`config.mk`:
```
export PLATFORM = sky130hd
export DESIGN_NAME = sub_pipe_2stage
export DESIGN_NICKNAME = d
export VERILOG_FILES = /design/src/rtl/sub_pipe_pkg.sv /design/src/rtl/sub_slice.sv /design/src/rtl/sub_pipe_2stage.sv
export SDC_FILE = /design/constraint.sdc
export NUM_CORES = 1
export LEC_CHECK = 0
export ABC_AREA = 1
export CORE_ASPECT_RATIO = 1.25
export CORE_UTILIZATION = 55
export CTS_CLUSTER_SIZE = 28
export DETAILED_ROUTE_END_ITERATION = 7
export PLACE_DENSITY_LB_ADDON = 0.15
export SLEW_MARGIN = 20
export SYNTH_ARGS = -nofsm -noshare
export SYNTH_HDL_FRONTEND = slang
export SYNTH_HIERARCHICAL = 1
export SYNTH_SLANG_ARGS = --single-unit
```
`constraint.sdc`:
```
create_clock -name clock -period 3 [get_ports clock]
set_clock_uncertainty 0.2 [all_clocks]
set_input_delay 0.3 -clock clock [delete_from_list [all_inputs] [get_ports clock]]
set_output_delay 0.3 -clock clock [all_outputs]
set_load 0.01 [all_outputs]
```
`src/rtl/sub_pipe_pkg.sv`:
```
// rtl/sub_pipe_pkg.sv - shared constants, result type and overflow helper for the pipelined subtractor
package sub_pipe_pkg;

    localparam int SUB_WIDTH_DEFAULT = 32;

    // Result record at the default width: unsigned borrow, modular difference, signed overflow.
    typedef struct packed {
        logic                         borrow;
        logic [SUB_WIDTH_DEFAULT-1:0] diff;
        logic                         ovf;
    } sub_result_t;

    // Signed overflow of a - b: only possible when the operand signs differ,
    // and it shows up as a result whose sign disagrees with the minuend.
    function automatic logic ovf_sub(
        input logic a_msb,
        input logic b_msb,
        input logic d_msb
    );
        return (a_msb != b_msb) && (d_msb != a_msb);
    endfunction

endpackage

```
`src/rtl/sub_slice.sv`:
```
// rtl/sub_slice.sv - combinational N-bit subtract slice with borrow chain
module sub_slice #(
    parameter int N = 16
) (
    input  logic [N-1:0] a,
    input  logic [N-1:0] b,
    input  logic         borrow_in,
    output logic [N-1:0] diff,
    output logic         borrow_out
);

    logic [N:0] wide;

    // Extend by one bit so the top bit of the result is the borrow out of the slice.
    always_comb begin
        wide       = {1'b0, a} - {1'b0, b} - {{N{1'b0}}, borrow_in};
        diff       = wide[N-1:0];
        borrow_out = wide[N];
    end

endmodule

```
`src/rtl/sub_pipe_2stage.sv`:
```
// rtl/sub_pipe_2stage.sv - two-stage pipelined subtractor with valid/ready on both sides
import sub_pipe_pkg::*;

module sub_pipe_2stage #(
    parameter int WIDTH = SUB_WIDTH_DEFAULT
) (
    input  logic             clock,
    input  logic             reset,
    input  logic             in_valid,
    output logic             in_ready,
    input  logic [WIDTH-1:0] in_a,
    input  logic [WIDTH-1:0] in_b,
    output logic             out_valid,
    input  logic             out_ready,
    output logic [WIDTH:0]   out_diff,
    output logic             out_ovf
);

    localparam int HALF = WIDTH / 2;

    // Stage 1: low half already subtracted, high operands carried forward.
    logic            s1_valid;
    logic [HALF-1:0] s1_d_lo;
    logic            s1_bw_lo;
    logic [HALF-1:0] s1_a_hi;
    logic [HALF-1:0] s1_b_hi;

    // Stage 2: valid flag; the result itself lives in out_diff / out_ovf.
    logic            s2_valid;

    logic            s1_load;
    logic            s2_load;

    logic [HALF-1:0] lo_diff;
    logic            lo_borrow;
    logic [HALF-1:0] hi_diff;
    logic            hi_borrow;

    sub_slice #(.N(HALF)) u_slice_lo (
        .a          (in_a[HALF-1:0]),
        .b          (in_b[HALF-1:0]),
        .borrow_in  (1'b0),
        .diff       (lo_diff),
        .borrow_out (lo_borrow)
    );

    sub_slice #(.N(HALF)) u_slice_hi (
        .a          (s1_a_hi),
        .b          (s1_b_hi),
        .borrow_in  (s1_bw_lo),
        .diff       (hi_diff),
        .borrow_out (hi_borrow)
    );

    // Stage 2 takes stage 1 when it is empty or its result is leaving now;
    // the ready path therefore runs combinationally from out_ready.
    always_comb begin
        s2_load  = s1_valid && (!s2_valid || out_ready);
        in_ready = !reset && (!s1_valid || s2_load);
        s1_load  = in_valid && in_ready;
    end

    assign out_valid = s2_valid;

    // Stage 1 occupancy: a new load wins over a drain in the same cycle.
    always_ff @(posedge clock) begin
        if (reset) begin
            s1_valid <= 1'b0;
        end else if (s1_load) begin
            s1_valid <= 1'b1;
        end else if (s2_load) begin
            s1_valid <= 1'b0;
        end
    end

    // Stage 1 data: low-half difference and borrow, high operands for the next stage.
    always_ff @(posedge clock) begin
        if (reset) begin
            s1_d_lo  <= '0;
            s1_bw_lo <= 1'b0;
            s1_a_hi  <= '0;
            s1_b_hi  <= '0;
        end else if (s1_load) begin
            s1_d_lo  <= lo_diff;
            s1_bw_lo <= lo_borrow;
            s1_a_hi  <= in_a[WIDTH-1:HALF];
            s1_b_hi  <= in_b[WIDTH-1:HALF];
        end
    end

    // Stage 2 occupancy: refilled on load, emptied when the consumer takes the result.
    always_ff @(posedge clock) begin
        if (reset) begin
            s2_valid <= 1'b0;
        end else if (s2_load) begin
            s2_valid <= 1'b1;
        end else if (out_ready) begin
            s2_valid <= 1'b0;
        end
    end

    // Stage 2 data: assemble the full result; held stable while the consumer stalls.
    always_ff @(posedge clock) begin
        if (reset) begin
            out_diff <= '0;
            out_ovf  <= 1'b0;
        end else if (s2_load) begin
            out_diff <= {hi_borrow, hi_diff, s1_d_lo};
            out_ovf  <= ovf_sub(s1_a_hi[HALF-1], s1_b_hi[HALF-1], hi_diff[HALF-1]);
        end
    end

endmodule

```
==> results of run 1 <==
## final timing paths
path,start,end,slack [ps],depth (start not counted)
worst min-delay path,reset,out_diff[11]$_SDFFE_PP0P_,240,4
worst max-delay path,s1_a_hi[0]$_SDFFE_PP0P_,out_ovf$_SDFFE_PP0P_,480,15
worst min register to register,out_diff[8]$_SDFFE_PP0P_,out_diff[8]$_SDFFE_PP0P_,280,2
worst max register to register,s1_a_hi[0]$_SDFFE_PP0P_,out_ovf$_SDFFE_PP0P_,480,15
## cells by family after synthesis
logic type	count (synthesis)	synth area share [%]
compound gates	55	4.426
xor+xnor	16	2.254
fa+ha+maj	64	13.36
buf+inv	273	18.39
flops	85	27.36
other cells	1	0.06030
simple gates	510	34.14
## layout by cell type, fill, tap and decap left out, types with 3 or more instances in the layout
master	Yosys	routed
nand2_1	287	287
inv_1	233	233
nor2_1	137	137
clkdlybuf4s50_1	0	101
dfxtp_1	85	85
ha_1	60	60
nand4_1	49	49
o21ai_0	34	34
a21oi_1	18	18
nand3_1	16	16
xor2_1	14	14
clkbuf_16	0	9
buf_4	12	8
nor3_1	7	7
nand2_2	5	5
fa_1	4	4
o21ai_1	3	3
bufinv_16	0	3
## state kept, by name (all words and copies together), names as in the netlist
register / cells
s1_d_lo: 16
s1_b_hi: 16
s1_valid: 1
out_ovf: 1
s1_a_hi: 16
out_valid: 1
out_diff: 33
s1_bw_lo: 1
## layer usage
metal  vias up  wire length (µm)
li1       3172                 -
met1      2580              5850
met2       124              7599
met3        41               465
met4         0               637
met5         -                 0
## tightest hold or removal path: stages
cell and delay (ps):
buf_2 110, inv_4 150, o21ai_0 120, nor2_1 40
## power breakdown
| part | switching (mW) | total, mW | internal (mW) |
|---|---|---|---|
| clock network | 0.454 | 1.26 | 0.810 |
| logic | 0.771 | 1.29 | 0.521 |
| registers | 0.0604 | 1.28 | 1.22 |
| total | 1.29 | 3.84 | 2.55 |
## stage by stage
stage	setup WS, ps	power [mW]	std cells	hold slack [ps]
global placement	336.3	2.575	1213	261.8
global route	219.8	4.104	1228	282.7
CTS	497.2	3.861	1228	235.6
floorplan	773.8	2.208	1004	254.5
finish	478.9	3.840	1228	243.6
detailed placement	305.7	2.592	1213	271.0
## final cells by class
type | count | area (µm²) | area share (%)
multi-input combinational | 646 | 3373 | 44.67
sequential | 85 | 1702 | 22.53
timing repair buffer | 111 | 1081 | 14.31
inverter | 236 | 890.9 | 11.80
clock buffer | 9 | 225.2 | 2.982
tap | 135 | 168.9 | 2.237
clock inverter | 6 | 111.4 | 1.474
==> flow_summary.toml, run 1 <==
[clock_network]
ctsResizeCount = 0
cts_sinks = 85
clockBufferDepth = 2
cts_tree = "yes"
clkTransAtPathRegs_ps = 60
cts_hold_buffers = 0
cts_root_buf = "clkbuf_16"
cts_buffers = 9
clk_latency_ps = 340
postCtsSetupRepairBufs = 0
cts_max_level = 3

[global_routing]
met1_usage_pct = 27.39
antenna_found_initial = 0
grt_max_degree = 52
grt_pass1_wl_um = 24580
grt_pass1_vias = 5687
use_met2_pct = 49.82
grt_overflow = 0
busiest_layer = "met2"
gr-usage-met3_pct = 3.687
track_usage_pct = 26.03

[worst_setup_path]
crit_chain = "fa_1 > inv_1 > ha_1 > o21ai_0 > nand2_1 > nand2_1 > nand2_2 > nand2_1 > nand2_1 > nand2_1 > nand2_1 > nand3_1 > nand3_1 > nor2_1 > nor2_1"
crit_buf_inv = 1
end_kind = "flip-flop"
critPathTopFamily = "simple AND/OR/NAND/NOR gates"
crit_path_max_fanout = 3
crit_type = "reg2reg"
start_kind = "flip-flop"
required_ps = 3040
critPathSlowestCell = "fa_1"
cp_common_cell = "nand2_1"
worstPathArrival_ps = 2560
cpPeakStageDelay_ps = 570

[floorplanning]
die_x_um = 97.11
rows = 43
core_area_um2 = 11030
die-area_um2 = 11740
ios = 104
die_height_um = 120.9
start_util_pct = 56.38

[logic_synthesis]
syn_nets = 1136
yosysMostFrequentCell = "nand2_1"
yosysTopAreaCell = "dfxtp_1"
ys_ff_latch = 85
synth_cells = 1004
synthTopCellsByArea = "dfxtp_1 27%, nand2_1 17%, inv_1 14%"
seq_area_frac_synth_pct = 27.36
synth_cell_types = 30
synth-edff-count = 0
synthesis.area_um2 = 6218
synthFlopType = "dfxtp_1"
synth_common_cells = "287 x nand2_1, 233 x inv_1, 137 x nor2_1"
synthArstFlopShare_pct = 0
syn_avg_cell_area_um2 = 6.194
ys_warn_count = 6
yosys.area.top_type_share_pct = 27.36

[power_and_ir_drop]
p_leak_nw = 4.116
power_density_nw_per_um2 = 508.5
vdd_drop_max_v = 0.0002603

[timing]
report.final.setup_viol = 0
finalHoldViolations = 0
drv_slew = 0
period_share_pct = 84.04
max_clock_freq_ghz = 0.3967
slew_headroom_pct = 62.91
tns_ps = 0
fin_crit_ps = 2521
rsz0062_at_grt = "no"
max_slew.worst_pin.slew_ps = 556.3

[place]
io_buffers = 103
dp_hpwl_um = 11090
place_congestion = 0.9721
place_area_um2 = 7216

[finish]
finalInstanceArea_um2 = 7552
utilization_pct = 68.47
fillers = 1050
layout-drive-gt1-share_pct = 3.477
nNetsFinal = 1221
area_growth_syn_to_layout_pct = 21.45
n_antenna_cell = 0

[detailed_routing]
drc_errors = 0
ant_nets = 0
vias = 5917
avgRoutedWirePerCell_um = 11.85
dr.first_iter.drc_count = 317
wl_um = 14550
via_per_inst = 4.818
drt_pass1_iterations = 5

[outcome]
outcome = "finished clean"

[run]
drv_cap = 0

[min_path]
min_path_type = "in2reg"
Power figures use the tool's default switching activity.
==> inputs of run 2 (changes only) <==
Settings changed: CORE_UTILIZATION 55 to 49.
Clock period 3 ns to 2.23 ns, I/O delays scaled along.
==> run 2 against run 1 <==
  * The run now ends with negative setup slack left
  * Wire length increased by 6.5%
  * Highest routed layer unchanged
  * Worst setup slack got worse by 620 ps
  * Maximum frequency increased by 6.3%
  * Utilization increased by 0.44 points
  * Die area increased by 12%
  * Sequential cell count unchanged
  * Global-route usage decreased by 1.9 points
  * Critical endpoint unchanged
  * Sequential share of layout area decreased by 2.3 points
  * Non-clock buffer count increased by 46
  * Via count increased by 5.2%
  * Clock power increased by 22%
  * Power increased by 45%
==> flow_summary.toml, run 2 (synthesized netlist as in run 1, its figures left out) <==
[detailed_routing]
via_per_inst = 4.772
wl_um = 15500
drt_pass1_iterations = 5
ant_nets = 0
dr.first_iter.drc_count = 269
avgRoutedWirePerCell_um = 11.89
vias = 6223
drc_errors = 0

[power_and_ir_drop]
p_switching_mw = 1.992
comb_power_share_pct = 41.3
switching_share_pct = 35.74
vdd_drop_max_v = 0.0004453
p_leak_nw = 4.387
p_int_mw = 3.582
p_seq_share_pct = 31.1
power_density_nw_per_um2 = 659.0
power_mw = 5.574
p_clk_share_pct = 27.7

[timing]
setup_ws_ps = -140.7
drv_slew = 0
slew_headroom_pct = 63.69
fin_crit_ps = 2371
finalHoldViolations = 0
whs_ps = 237.2
max_slew.worst_pin.slew_ps = 544.7
rsz0062_at_grt = "yes"
period_share_pct = 106.3
report.final.setup_viol = 6
max_clock_freq_ghz = 0.4218

[global_routing]
grt_max_degree = 85
met1_usage_pct = 25.99
grt_pass1_vias = 5621
gr-usage-met3_pct = 3.053
use_met2_pct = 46.59
grt_overflow = 0
busiest_layer = "met2"
grt_pass1_wl_um = 25050
antenna_found_initial = 0
track_usage_pct = 24.17

[finish]
final_common_cell = "nand2_1"
layout-drive-gt1-share_pct = 15.79
nNetsFinal = 1267
regMostFlops = "out_diff"
utilization_pct = 68.91
final_cell_mix = "263 x nand2_1, 222 x inv_1, 135 x nor2_1"
n_antenna_cell = 0
largest_reg_flops = 33
area_growth_syn_to_layout_pct = 36.02

[clock_network]
clockBufferDepth = 2
clkTransAtPathRegs_ps = 70
cts_sinks = 85
cts_tree = "yes"
cts_buffers = 9
clk_latency_ps = 340
cts_root_buf = "clkbuf_16"
cts_max_level = 3

[outcome]
violations = "negative setup slack"
outcome = "complete, but fails checks"

[worst_setup_path]
start_kind = "flip-flop"
crit_path_max_fanout = 3
critPathSlowestCell = "fa_2"
end_kind = "flip-flop"
worstPathArrival_ps = 2410
startpoint = "s1_b_hi[0]$_SDFFE_PP0P_"
cp_common_cell = "nand2_1"
crit_type = "reg2reg"
r2r_slack_ps = -140
r2r-end = "out_ovf$_SDFFE_PP0P_"
required_ps = 2270
crit_chain = "inv_2 > fa_2 > inv_2 > ha_4 > o21ai_2 > nand2_1 > nand2_1 > nand2_2 > nand2_2 > nand2_1 > nand2_1 > nand2_2 > nand3_2 > nand3_2 > nor2_1 > nor2_1"
critPathTopFamily = "simple AND/OR/NAND/NOR gates"
crit-reg2reg-launch = "s1_b_hi[0]$_SDFFE_PP0P_"
reg2regPathDepth = 16
crit_buf_inv = 2
cpPeakStageDelay_ps = 570

[floorplanning]
die_height_um = 128.0
rows = 45
ios = 104
core_area_um2 = 12270
die-area_um2 = 13150
die_x_um = 102.8
start_util_pct = 50.66

[run]
drv_cap = 0

[min_path]
hold_start = "in_a[22]"
min_path_cells = 3
min_path_type = "in2reg"
min_delay_worst_endpoint = "s1_a_hi[6]$_SDFFE_PP0P_"

[place]
io_buffers = 103
dp_hpwl_um = 11350
post-place-ws_ps = -323.9
place_congestion = 0.9104
## run 2: cell count changes in the layout (fill, tap and decap cells not counted), sizes merged
cell	before	now
inv	237	239
clkdlybuf4s50	101	100
buf	10	55
bufinv	3	1
clkinv	1	2
dlymetal6s2s	0	2
## run 2: final cells by class
cell class	count	area (µm²)
Clock buffer	9	225.2
Multi-Input combinational cell	646	3894
Clock inverter	7	80.08
Sequential cell	85	1710
Fill cell	1127	3816
Inverter	236	890.9
Timing Repair Buffer	157	1453
Tap cell	164	205.2
## run 2: timing repair
action                     4_1_cts  5_1_grt
gates cloned                     0        0
buffers inserted                 2        6
resized for setup               23       98
pin swaps                        8       38
setup endpoints to repair        9       26
hold buffers                     0        0
hold endpoints to repair         0        0
## run 2: worst max path at each step
stage | to | slack, ps | cells after the start
floorplan | out_ovf$_SDFFE_PP0P_ | 4 | 16
global placement | s1_d_lo[15]$_SDFFE_PP0P_ | -300 | 15
detailed placement | s1_d_lo[13]$_SDFFE_PP0P_ | -320 | 14
CTS | out_ovf$_SDFFE_PP0P_ | -110 | 16
global route | out_ovf$_SDFFE_PP0P_ | -270 | 15
finish | out_ovf$_SDFFE_PP0P_ | -140 | 16
## run 2: power by group through the flow
stage	Combinational (mW)	Sequential, mW	Clock [mW]
final	2.30	1.73	1.54
after global routing	2.59	1.74	1.62
after CTS	1.95	1.73	1.55
after detailed placement	1.89	1.76	0
after global placement	1.87	1.76	0
after floorplan	1.22	1.75	0
## run 2: per-stage QoR
step / instance area, µm² / std cells / TNS (ps)
CTS: 7940 / 1299 / -202.9
detailed placement: 7562 / 1281 / -4116
finish: 8458 / 1304 / -320.6
floorplan: 6218 / 1004 / 0
global route: 8458 / 1304 / -1449
global placement: 7562 / 1281 / -3512
## run 2: metal layers
| metal | part of all wire [%] | wire length [µm] |
|---|---|---|
| met1 | 40 | 6214 |
| met2 | 55 | 8451 |
| met3 | 2.3 | 353 |
| met4 | 3.1 | 484 |
| met5 | 0 | 0 |
## run 2: worst reg2reg max path, cell delays in order, from the launching register on
cell and delay [ps]:
dfxtp_2 330, inv_2 40, fa_2 570, inv_2 50, ha_4 150, o21ai_2 100, nand2_1 80, nand2_1 90
nand2_2 80, nand2_2 80, nand2_1 50, nand2_1 70, nand2_2 90, nand3_2 100, nand3_2 60, nor2_1 100
nor2_1 40
